$ cat config.mk
export PLATFORM = sky130hd
export DESIGN_NAME = id_ex_stage
export DESIGN_NICKNAME = d
export VERILOG_FILES = /design/src/rtl/id_ex_stage.sv
export SDC_FILE = /design/constraint.sdc
export NUM_CORES = 1
export LEC_CHECK = 0
export BUFFER_PORTS_ARGS = -buffer_cell sky130_fd_sc_hd__buf_2
export CAP_MARGIN = 20
export CORE_AREA = 3 3 110 112
export DETAILED_ROUTE_END_ITERATION = 10
export DIE_AREA = 0 0 113 115
export PLACE_DENSITY_LB_ADDON = 0.2
export SLEW_MARGIN = 20
export SYNTH_ARGS = -nofsm -noshare
export SYNTH_HDL_FRONTEND = slang
export SYNTH_SLANG_ARGS = --single-unit
$ cat constraint.sdc
create_clock -name clk_i -period 2.3 [get_ports clk_i]
set_clock_uncertainty 0.1 [all_clocks]
set_input_delay 0.575 -clock clk_i [delete_from_list [all_inputs] [get_ports clk_i]]
set_output_delay 0.575 -clock clk_i [all_outputs]
set_load 0.02 [all_outputs]
$ cat src/rtl/id_ex_stage.sv
// ID/EX pipeline register with load-use hazard detection, bubble injection and global hold.
// Define ID_EX_STALL_CNT_EN to add the bubble_cnt_o / hold_cnt_o event counters.
module id_ex_stage #(
  parameter int DATA_W = 32,
  parameter int REG_AW = 5
) (
  input  logic              clk_i,
  input  logic              rst_i,
  input  logic              hold_i,
  input  logic              valid_i,
  input  logic              MemWrite_i,
  input  logic              MemRead_i,
  input  logic              MemToReg_i,
  input  logic              ALUSrc_i,
  input  logic              RegWrite_i,
  input  logic [1:0]        ALUOp_i,
  input  logic [DATA_W-1:0] RS1data_i,
  input  logic [DATA_W-1:0] RS2data_i,
  input  logic [DATA_W-1:0] Imm_i,
  input  logic [9:0]        funct_i,
  input  logic [REG_AW-1:0] RS1addr_i,
  input  logic [REG_AW-1:0] RS2addr_i,
  input  logic [REG_AW-1:0] RDaddr_i,
  output logic              MemWrite_o,
  output logic              MemRead_o,
  output logic              MemToReg_o,
  output logic              ALUSrc_o,
  output logic              RegWrite_o,
  output logic [1:0]        ALUOp_o,
  output logic [DATA_W-1:0] RS1data_o,
  output logic [DATA_W-1:0] RS2data_o,
  output logic [DATA_W-1:0] Imm_o,
  output logic [9:0]        funct_o,
  output logic [REG_AW-1:0] RS1addr_o,
  output logic [REG_AW-1:0] RS2addr_o,
  output logic [REG_AW-1:0] RDaddr_o,
`ifdef ID_EX_STALL_CNT_EN
  output logic [31:0]       bubble_cnt_o,
  output logic [31:0]       hold_cnt_o,
`endif
  output logic              valid_o,
  output logic              stall_o
);

  logic              valid_q, valid_d;
  logic              mem_write_q, mem_write_d;
  logic              mem_read_q, mem_read_d;
  logic              mem_to_reg_q, mem_to_reg_d;
  logic              alu_src_q, alu_src_d;
  logic              reg_write_q, reg_write_d;
  logic [1:0]        alu_op_q, alu_op_d;
  logic [DATA_W-1:0] rs1_data_q, rs1_data_d;
  logic [DATA_W-1:0] rs2_data_q, rs2_data_d;
  logic [DATA_W-1:0] imm_q, imm_d;
  logic [9:0]        funct_q, funct_d;
  logic [REG_AW-1:0] rs1_addr_q, rs1_addr_d;
  logic [REG_AW-1:0] rs2_addr_q, rs2_addr_d;
  logic [REG_AW-1:0] rd_addr_q, rd_addr_d;
  logic              ctrl_en;

  // Load in EX whose rd is read by ID; rs2 is compared even for I-type (spurious stalls accepted).
  assign stall_o = !hold_i && valid_i && valid_q && mem_read_q && (rd_addr_q != '0) &&
                   ((rd_addr_q == RS1addr_i) || (rd_addr_q == RS2addr_i));

  assign ctrl_en = valid_i && !stall_o;

  always_comb begin
    valid_d      = valid_q;
    mem_write_d  = mem_write_q;
    mem_read_d   = mem_read_q;
    mem_to_reg_d = mem_to_reg_q;
    alu_src_d    = alu_src_q;
    reg_write_d  = reg_write_q;
    alu_op_d     = alu_op_q;
    rs1_data_d   = rs1_data_q;
    rs2_data_d   = rs2_data_q;
    imm_d        = imm_q;
    funct_d      = funct_q;
    rs1_addr_d   = rs1_addr_q;
    rs2_addr_d   = rs2_addr_q;
    rd_addr_d    = rd_addr_q;
    if (!hold_i) begin
      // Operands load even on a bubble; they are ignored while valid is low.
      rs1_data_d   = RS1data_i;
      rs2_data_d   = RS2data_i;
      imm_d        = Imm_i;
      funct_d      = funct_i;
      rs1_addr_d   = RS1addr_i;
      rs2_addr_d   = RS2addr_i;
      rd_addr_d    = RDaddr_i;
      valid_d      = ctrl_en;
      mem_write_d  = ctrl_en && MemWrite_i;
      mem_read_d   = ctrl_en && MemRead_i;
      mem_to_reg_d = ctrl_en && MemToReg_i;
      alu_src_d    = ctrl_en && ALUSrc_i;
      reg_write_d  = ctrl_en && RegWrite_i;
      alu_op_d     = ctrl_en ? ALUOp_i : 2'b00;
    end
  end

  always_ff @(posedge clk_i or negedge rst_i) begin
    if (!rst_i) begin
      valid_q      <= 1'b0;
      mem_write_q  <= 1'b0;
      mem_read_q   <= 1'b0;
      mem_to_reg_q <= 1'b0;
      alu_src_q    <= 1'b0;
      reg_write_q  <= 1'b0;
      alu_op_q     <= 2'b00;
      rs1_data_q   <= '0;
      rs2_data_q   <= '0;
      imm_q        <= '0;
      funct_q      <= '0;
      rs1_addr_q   <= '0;
      rs2_addr_q   <= '0;
      rd_addr_q    <= '0;
    end else begin
      valid_q      <= valid_d;
      mem_write_q  <= mem_write_d;
      mem_read_q   <= mem_read_d;
      mem_to_reg_q <= mem_to_reg_d;
      alu_src_q    <= alu_src_d;
      reg_write_q  <= reg_write_d;
      alu_op_q     <= alu_op_d;
      rs1_data_q   <= rs1_data_d;
      rs2_data_q   <= rs2_data_d;
      imm_q        <= imm_d;
      funct_q      <= funct_d;
      rs1_addr_q   <= rs1_addr_d;
      rs2_addr_q   <= rs2_addr_d;
      rd_addr_q    <= rd_addr_d;
    end
  end

`ifdef ID_EX_STALL_CNT_EN
  logic [31:0] bubble_cnt_q, bubble_cnt_d;
  logic [31:0] hold_cnt_q, hold_cnt_d;

  always_comb begin
    bubble_cnt_d = bubble_cnt_q + {31'd0, stall_o};
    hold_cnt_d   = hold_cnt_q + {31'd0, hold_i};
  end

  always_ff @(posedge clk_i or negedge rst_i) begin
    if (!rst_i) begin
      bubble_cnt_q <= '0;
      hold_cnt_q   <= '0;
    end else begin
      bubble_cnt_q <= bubble_cnt_d;
      hold_cnt_q   <= hold_cnt_d;
    end
  end

  assign bubble_cnt_o = bubble_cnt_q;
  assign hold_cnt_o   = hold_cnt_q;
`endif

  assign valid_o    = valid_q;
  assign MemWrite_o = mem_write_q;
  assign MemRead_o  = mem_read_q;
  assign MemToReg_o = mem_to_reg_q;
  assign ALUSrc_o   = alu_src_q;
  assign RegWrite_o = reg_write_q;
  assign ALUOp_o    = alu_op_q;
  assign RS1data_o  = rs1_data_q;
  assign RS2data_o  = rs2_data_q;
  assign Imm_o      = imm_q;
  assign funct_o    = funct_q;
  assign RS1addr_o  = rs1_addr_q;
  assign RS2addr_o  = rs2_addr_q;
  assign RDaddr_o   = rd_addr_q;

endmodule

==> flow_summary.yaml, run 1 <==
global_route:
  grt_max_degree: 130
  grt_pass1_wl_um: 18500
  grt.total_usage_pct: 18.5
  antenna_found_initial: 1
  grt_pass1_vias: 3821
  gr-total-overflow: 0
placed_design:
  dpl_worst_slack_ps: 138
  gp_congestion: 0.784
  io_buffers: 261
  hpwlAfterDp_um: 8890
cts:
  htree_levels: 4
  numCtsBuffers: 17
  cts_tree: "yes"
  cts_sinks: 129
  cts_hold_buf: 0
  cts_max_path_buffers: 2
  clk_latency_ps: 400
  cts-root-buf: "clkbuf_16"
  clk_transition_reported_paths_ps: 50
sta:
  fmaxAchievable_ghz: 0.392
  finalWorstSetupSlack_ps: -249
  rsz0062_at_grt: "true"
  maxSlewViolCount: 0
  finalHoldViolations: 0
  fin_crit_ps: 2550
  holdWs_ps: 45.2
  setup_viol: 1
  setup_tns_ps: -249
  tightest_slew_ps: 681
  finalCritPeriodShare_pct: 111
  max_slew_margin_pct: 54.6
power:
  ir_drop_uv: 580
  pwr_density_cell_mw_per_mm2: 899
  leakagePower_nw: 3.49
routing:
  num_vias: 3556
  drc: 0
  drt-pass1-iter-count: 4
  dr.first_iter.drc_count: 160
  drt-met1-wl_um: 4250
  antenna_left: 0
  met2_length_um: 6210
  avgViaCountPerCell: 4.80
  wl_per_cell_um: 16.1
  finalWirelength_um: 12000
  wl_met3_um: 1120
  top_layer_used: "met5"
min_path:
  min_path_type: "in -> async"
finish:
  insertedDiodeCount: 0
  nNetsFinal: 718
  fillers: 908
  multi_input_area_mm2: 0.00167
  seqCellArea_mm2: 0.00323
  drive_gt1_share_pct: 71.1
  syn_to_final_growth_pct: 43.8
critical_path:
  critPathKind: "reg -> out"
  crit_fanout: 2
  start_kind: "flip-flop"
  cp.required_ps: 1620
  slowest_delay_ps: 540
  crit_path_end_kind: "primary output"
  critPathArrivalTime_ps: 1870
  crit_chain: "or4_4, o2111ai_4, inv_2, and2_4, buf_6"
  crit_slowest_cell: "or4_4"
synth:
  synth.cell_area_mm2: 0.00497
  synth_edf_count: 0
  synth.distinct_cells: 18
  synth.avg_cell_area_um2: 16.1
  synth.top_cells.by_area: "dfrtp_1, mux2_2, xnor2_1"
  ys_seq_elements: 129
  synth-main-ff-cell: "dfrtp_1"
  ys_async_sr_fraction_pct: 100
  yosysTopAreaCell: "dfrtp_1"
  syn_inst: 308
  synth_top_cell_area_share_pct: 65.0
  yosysMostFrequentCell: "dfrtp_1"
  synth_fp_nets: 440
  netlist_top_cells_count: "dfrtp_1, mux2_2, buf_2"
  ys_seq_area_share_pct: 65.0
  yosysWarnings: 0
floorplan:
  start_util_pct: 43.9
  die-area_mm2: 0.0130
  die_h_um: 115
  die_w_um: 113
  fp-row-count: 39
  core_mm2: 0.0113
  io_pins: 262
status:
  status: "finished with violations"
  violations: "setup timing"
flow_run:
  max_cap_viol_count: 0
## through the flow
step	cells	instance area, um2	power (mW)	util (%)
final	741	7140	6.42	63.1
after global routing	741	7140	6.71	63.1
after CTS	741	7140	6.49	63.1
after detailed placement	708	6520	3.77	57.6
after global placement	708	6520	3.74	57.6
after floorplan	308	4970	3.27	-
## layer usage
metal | GRT usage (%) | up-vias
met4 | 9.29 | 2
met3 | 8.11 | 28
met1 | 19.4 | 1718
met2 | 31.7 | 158
li1 | - | 1650
met5 | 0 | -
## registers in the layout, indices dropped and copies added, names as in the netlist, 2 cells and up
| name | count |
|---|---|
| RS1data_o | 32 |
| funct_o | 10 |
| RS2addr_o | 5 |
| Imm_o | 32 |
| ALUOp_o | 2 |
| RDaddr_o | 5 |
| RS2data_o | 32 |
| RS1addr_o | 5 |
## worst paths after layout
check / from / to / slack (ps) / cells past startpoint
setup / recovery: RDaddr_o[3] / stall_o / -250 / 5
setup reg to reg: RDaddr_o[3] / MemRead_o / 480 / 6
hold reg to reg: MemToReg_o / MemToReg_o / 390 / 2
hold / removal: rst_i / RS2data_o[17] / 50 / 1
max in group asynchronous: rst_i / RS1addr_o[1] / 1430 / 2
min in group clk_i: RS2data_i[26] / RS2data_o[26] / 300 / 2
## final cells by class
class	instances	share of cell area, %
Sequential cell	129	45.2
Multi-Input combinational cell	163	23.3
Timing Repair Buffer	274	20.5
Clock buffer	26	6.99
Tap cell	143	2.51
Clock inverter	5	1.40
Inverter	1	0.0526
## layout by cell type (no fill, tap or decap), types with 2 or more instances in the layout
cell type and instances:
buf_2 258, dfrtp_1 129, mux2_2 121, clkbuf_16 17
buf_4 11, xnor2_1 10, nand2_1 9, a32oi_1 7
o21ai_1 7, clkbuf_1 5, clkbuf_8 4, buf_12 4
bufinv_16 3, nand3_1 2, clkinv_2 2
## worst max-delay path: cells and delay by family, from the launching register on
| family | cells | cell delay (ps) |
|---|---|---|
| DFF | 1 | 390 |
| AOI/OAI and AO/OA | 1 | 210 |
| buffers and inverters | 2 | 180 |
| and+or+nand+nor | 2 | 690 |
## power by group
| part | leakage [nW] | switching, mW | internal (mW) |
|---|---|---|---|
| registers | 1.51 | 0.120 | 2.50 |
| clock network | 0.294 | 0.890 | 1.81 |
| logic | 1.68 | 0.613 | 0.483 |
## cells by family after synthesis
family / share of synthesized area (%)
and+or+nand+nor: 1.39
buffers and inverters: 1.54
xor gates and xnor gates: 1.76
AOI/OAI and AO/OA: 2.70
DFF: 65.0
muxes: 27.6
## timing repair
| action | in CTS | in global routing |
|---|---|---|
| endpoints found under the setup margin | 1 | 1 |
| resized for setup | 3 | 0 |
| buffers inserted | 2 | 0 |
| pin swaps | 2 | 2 |
No activity file was read; power rests on OpenSTA's default activity.
==> run 2: changes to the inputs <==
--- a/config.mk
+++ b/config.mk
@@ -11,6 +11,7 @@
 export DETAILED_ROUTE_END_ITERATION = 10
 export DIE_AREA = 0 0 113 115
 export PLACE_DENSITY_LB_ADDON = 0.2
+export SKIP_CTS_REPAIR_TIMING = 1
 export SLEW_MARGIN = 20
 export SYNTH_ARGS = -nofsm -noshare
 export SYNTH_HDL_FRONTEND = slang
==> run 2 against run 1 <==
  * The run still ends with setup timing left
  * Sequential power about the same
  * Utilization unchanged
  * Largest cell class unchanged
  * Critical path depth unchanged
  * Register-to-register slack got worse by 20 ps
  * Final cell count unchanged
  * Fmax decreased by 0.30%
  * Cell area unchanged
  * Combinational power about the same
  * Non-clock buffer count unchanged
  * Worst setup slack got worse by 7.7 ps
==> flow_summary.yaml, run 2 (synthesis gave the netlist of run 1 again) <==
global_route:
  grtUsageMet1_pct: 19.3
  grt_max_degree: 130
  gr-total-overflow: 0
  met2_usage_pct: 31.6
  grt_pass1_wl_um: 18500
  antenna_found_initial: 1
  grt.total_usage_pct: 18.4
  busiest_layer: "met2"
  grt_pass1_vias: 3810
  use_met3_pct: 8.11
sta:
  setup_viol: 1
  finalCritPeriodShare_pct: 111
  fmaxAchievable_ghz: 0.391
  holdWs_ps: 45.5
  rsz0062_at_grt: "true"
  maxSlewViolCount: 0
  tightest_slew_ps: 738
  finalWorstSetupSlack_ps: -257
  fin_crit_ps: 2560
  finalHoldViolations: 0
  max_slew_margin_pct: 50.8
critical_path:
  crit_path_end_kind: "primary output"
  crit_slowest_cell: "or4_4"
  rrSetupSlack_ps: 460
  r2r-end: "MemRead_o"
  start_kind: "flip-flop"
  critPathBufInv: 2
  crit_fanout: 2
  crit_chain: "or4_4, o2111ai_4, inv_2, and2_4, buf_6"
  slowest_delay_ps: 550
  critPathKind: "reg -> out"
  cp.required_ps: 1620
  crit_family: "simple AND/OR/NAND/NOR gates"
  rr_startpoint: "RDaddr_o[2]"
  critPathArrivalTime_ps: 1880
  reg2reg_depth: 6
floorplan:
  die_h_um: 115
  core_mm2: 0.0113
  die_w_um: 113
  fp-row-count: 39
  start_util_pct: 43.9
  io_pins: 262
  die-area_mm2: 0.0130
cts:
  cts_max_path_buffers: 2
  numCtsBuffers: 17
  clk_latency_ps: 400
  cts_sinks: 129
  htree_levels: 4
  cts-root-buf: "clkbuf_16"
  cts_tree: "yes"
  clk_transition_reported_paths_ps: 50
finish:
  fillers: 904
  drive_gt1_share_pct: 71.1
  layout_commonest_cell: "buf_2"
  final_cell_mix: "buf_2, dfrtp_1, mux2_2"
  syn_to_final_growth_pct: 43.8
  multi_input_area_mm2: 0.00167
  final_cells: 741
  seqCellArea_mm2: 0.00323
  insertedDiodeCount: 0
  nNetsFinal: 718
flow_run:
  max_cap_viol_count: 0
placed_design:
  dpl_worst_slack_ps: 138
  gp_congestion: 0.784
  io_buffers: 261
  dp_cells: 708
  hpwlAfterDp_um: 8890
power:
  ir_drop_uv: 566
  pwr_density_cell_mw_per_mm2: 899
  leakagePower_nw: 3.49
  power_mw: 6.42
routing:
  num_vias: 3553
  wl_per_cell_um: 16.1
  drc: 0
  finalWirelength_um: 11900
  antenna_left: 0
  drt-pass1-iter-count: 4
  avgViaCountPerCell: 4.79
  dr.first_iter.drc_count: 175
min_path:
  min_path_type: "in -> async"
status:
  violations: "setup timing"
  status: "finished with violations"
==> run 2: cell counts in the layout (fill, tap and decap cells not counted) <==
Identical to the previous run, type by type.
==> run 2: metrics by stage <==
step	cell area, um2	utilization [%]	TNS (ps)
after floorplan	4970	-	0
final	7140	63.1	-257
after global placement	6520	57.6	0
after global routing	7140	63.1	-325
after detailed placement	6520	57.6	0
after CTS	7120	62.9	-301
==> run 2: area by class of cell <==
class                      instances  area share [%]
sequential                       129            45.2
inverter                           1          0.0526
tap                              143            2.51
clock inverter                     5            1.40
timing repair buffer             274            20.5
clock buffer                      26            6.99
multi-input combinational        163            23.3
==> run 2: report_power, final <==
part	total [mW]	internal [mW]	switching [mW]
logic	1.10	0.483	0.612
clock network	2.70	1.81	0.890
registers	2.62	2.50	0.120
total	6.42	4.80	1.62
==> run 2: worst max path at each step <==
stage | startpoint | endpoint | slack, ps | cells after the start
finish | RDaddr_o[2] | stall_o | -260 | 5
global route | RDaddr_o[2] | stall_o | -330 | 5
CTS | RDaddr_o[1] | stall_o | -300 | 5
detailed placement | RDaddr_o[1] | stall_o | 140 | 5
global placement | RS2addr_i[1] | stall_o | 140 | 6
floorplan | RDaddr_o[1] | stall_o | 40 | 4
==> run 2: per-layer routing <==
layer / wire length (um) / part of all wire (%)
met3: 1130 / 9.4
met5: 20 / 0.17
met4: 353 / 3.0
met2: 6200 / 52
met1: 4250 / 36
==> run 3: changes to the inputs <==
--- a/config.mk
+++ b/config.mk
@@ -7,9 +7,9 @@
 export LEC_CHECK = 0
 export BUFFER_PORTS_ARGS = -buffer_cell sky130_fd_sc_hd__buf_2
 export CAP_MARGIN = 20
-export CORE_AREA = 3 3 110 112
+export CORE_AREA = 2 2 83 144
 export DETAILED_ROUTE_END_ITERATION = 10
-export DIE_AREA = 0 0 113 115
+export DIE_AREA = 0 0 85 146
 export PLACE_DENSITY_LB_ADDON = 0.2
 export SKIP_CTS_REPAIR_TIMING = 1
 export SLEW_MARGIN = 20
==> run 3 against run 2 <==
  * The run still ends with setup timing left
  * Combinational power is essentially flat
  * Worst setup slack gained 16 ps
  * Routed wire length grew 1.8%
  * Largest cell class unchanged
  * Global-route usage grew 1.1 points
  * Non-clock buffer count shrank 4
  * Clock power grew 9.6%
  * Flip-flop and latch count is the same
  * Critical path depth is the same
  * Sequential power is essentially flat
==> flow_summary.yaml, run 3 (synthesis gave the netlist of run 1 again) <==
status:
  status: "finished with violations"
  violations: "setup timing"
placed_design:
  io_buffers: 261
  hpwlAfterDp_um: 8760
  gp_congestion: 0.812
  dpl_worst_slack_ps: 151
flow_run:
  max_cap_viol_count: 0
cts:
  clk_transition_reported_paths_ps: 60
  cts-root-buf: "clkbuf_16"
  clk_latency_ps: 390
  htree_levels: 4
  cts_max_path_buffers: 2
  numCtsBuffers: 17
  cts_tree: "yes"
  cts_sinks: 129
finish:
  insertedDiodeCount: 0
  final_cell_mix: "buf_2, dfrtp_1, mux2_2"
  multi_input_area_mm2: 0.00167
  syn_to_final_growth_pct: 43.6
  drive_gt1_share_pct: 71.6
  fillers: 895
  nNetsFinal: 714
  seqCellArea_mm2: 0.00323
  layout_commonest_cell: "buf_2"
sta:
  fmaxAchievable_ghz: 0.394
  tightest_slew_ps: 712
  finalHoldViolations: 0
  finalWorstSetupSlack_ps: -241
  maxSlewViolCount: 0
  setup_tns_ps: -241
  rsz0062_at_grt: "true"
  fin_crit_ps: 2540
  max_slew_margin_pct: 52.6
  finalCritPeriodShare_pct: 110
  setup_viol: 1
critical_path:
  crit_chain: "or4_4, o2111ai_4, inv_2, and2_4, buf_6"
  crit_fanout: 2
  critPathKind: "reg -> out"
  start_kind: "flip-flop"
  crit_family: "simple AND/OR/NAND/NOR gates"
  crit_path_end_kind: "primary output"
  critPathBufInv: 2
  crit_slowest_cell: "or4_4"
  critPathArrivalTime_ps: 1870
  slowest_delay_ps: 550
  cp.required_ps: 1620
power:
  switching_share_pct: 25.6
  ir_drop_uv: 687
  pwr-share-clk_pct: 44.3
  pwr_density_cell_mw_per_mm2: 936
  seqPwrFrac_pct: 39.3
  p_comb_share_pct: 16.3
  p_int_mw: 4.96
  leakagePower_nw: 3.48
  power_switching_mw: 1.71
min_path:
  min_path_type: "in -> async"
floorplan:
  core_mm2: 0.0112
  die-area_mm2: 0.0124
  die_w_um: 85
  fp-row-count: 51
  die_h_um: 146
  start_util_pct: 44.5
  io_pins: 262
routing:
  drc: 0
  wl_per_cell_um: 16.7
  dr.first_iter.drc_count: 123
  avgViaCountPerCell: 4.95
  drt-pass1-iter-count: 4
  finalWirelength_um: 12200
  antenna_left: 0
  num_vias: 3596
global_route:
  grt_max_degree: 130
  grt_pass1_wl_um: 18900
  grt_pass1_vias: 3805
  gr-total-overflow: 0
  grt.total_usage_pct: 19.5
  antenna_found_initial: 0
run 3: changes by cell type in the layout (fill, tap and decap cells not counted), sizes merged:
cell	before	now
inv	1	2
clkinvlp	0	2
buf	274	270
clkinv	2	4
bufinv	3	5
clkbuf	26	20
run 3: per-layer routing:
metal / vias to the layer above / global-route usage, % / wire length [um]
met1: 1766 / 20.4 / 4230
met3: 26 / 6.24 / 783
li1: 1641 / - / -
met2: 163 / 34.9 / 6800
met4: 0 / 8.57 / 347
met5: - / 0 / 0
run 3: worst register-to-register path: stages (launching register included):
cell,delay (ps)
dfrtp_1,380
or4_4,550
o2111ai_4,220
buf_4,190
a32oi_1,110
o21ai_1,110
run 3: per-stage QoR:
| stage | power (mW) | instances | utilization, % | instance area [um2] | hold WS, ps |
|---|---|---|---|---|---|
| CTS | 6.76 | 726 | 63.7 | 7120 | 205 |
| global placement | 3.74 | 694 | 57.8 | 6460 | 375 |
| global route | 6.94 | 727 | 63.9 | 7130 | 223 |
| finish | 6.67 | 727 | 63.9 | 7130 | 152 |
| floorplan | 3.27 | 308 | - | 4970 | 179 |
| detailed placement | 3.77 | 694 | 57.8 | 6460 | 384 |
run 3: cell type report:
class                      instances  share of cell area, %
sequential                       129                   45.2
multi-input combinational        163                   23.3
timing repair buffer             270                   19.8
clock buffer                      20                   6.40
clock inverter                    12                   2.88
tap                              132                   2.31
inverter                           1                 0.0526
run 3: worst paths after layout:
check	from	end	slack, ps	cells after the start
min in group clk_i	RS2data_i[3]	RS2data_o[3]	300	2
min reg2reg	Imm_o[17]	Imm_o[17]	400	1
max in group asynchronous	rst_i	funct_o[4]	1390	2
min	rst_i	RS1data_o[15]	150	2
max reg2reg	RDaddr_o[2]	MemRead_o	570	5
max	RDaddr_o[2]	stall_o	-240	5
run 3: power by group through the flow:
stage	clock network (mW)	registers, mW	logic (mW)
2_1_floorplan	0	2.95	0.314
3_3_place_gp	0	2.65	1.09
3_5_place_dp	0	2.66	1.10
4_1_cts	3.03	2.62	1.11
5_1_grt	3.13	2.65	1.16
6_report	2.96	2.62	1.09
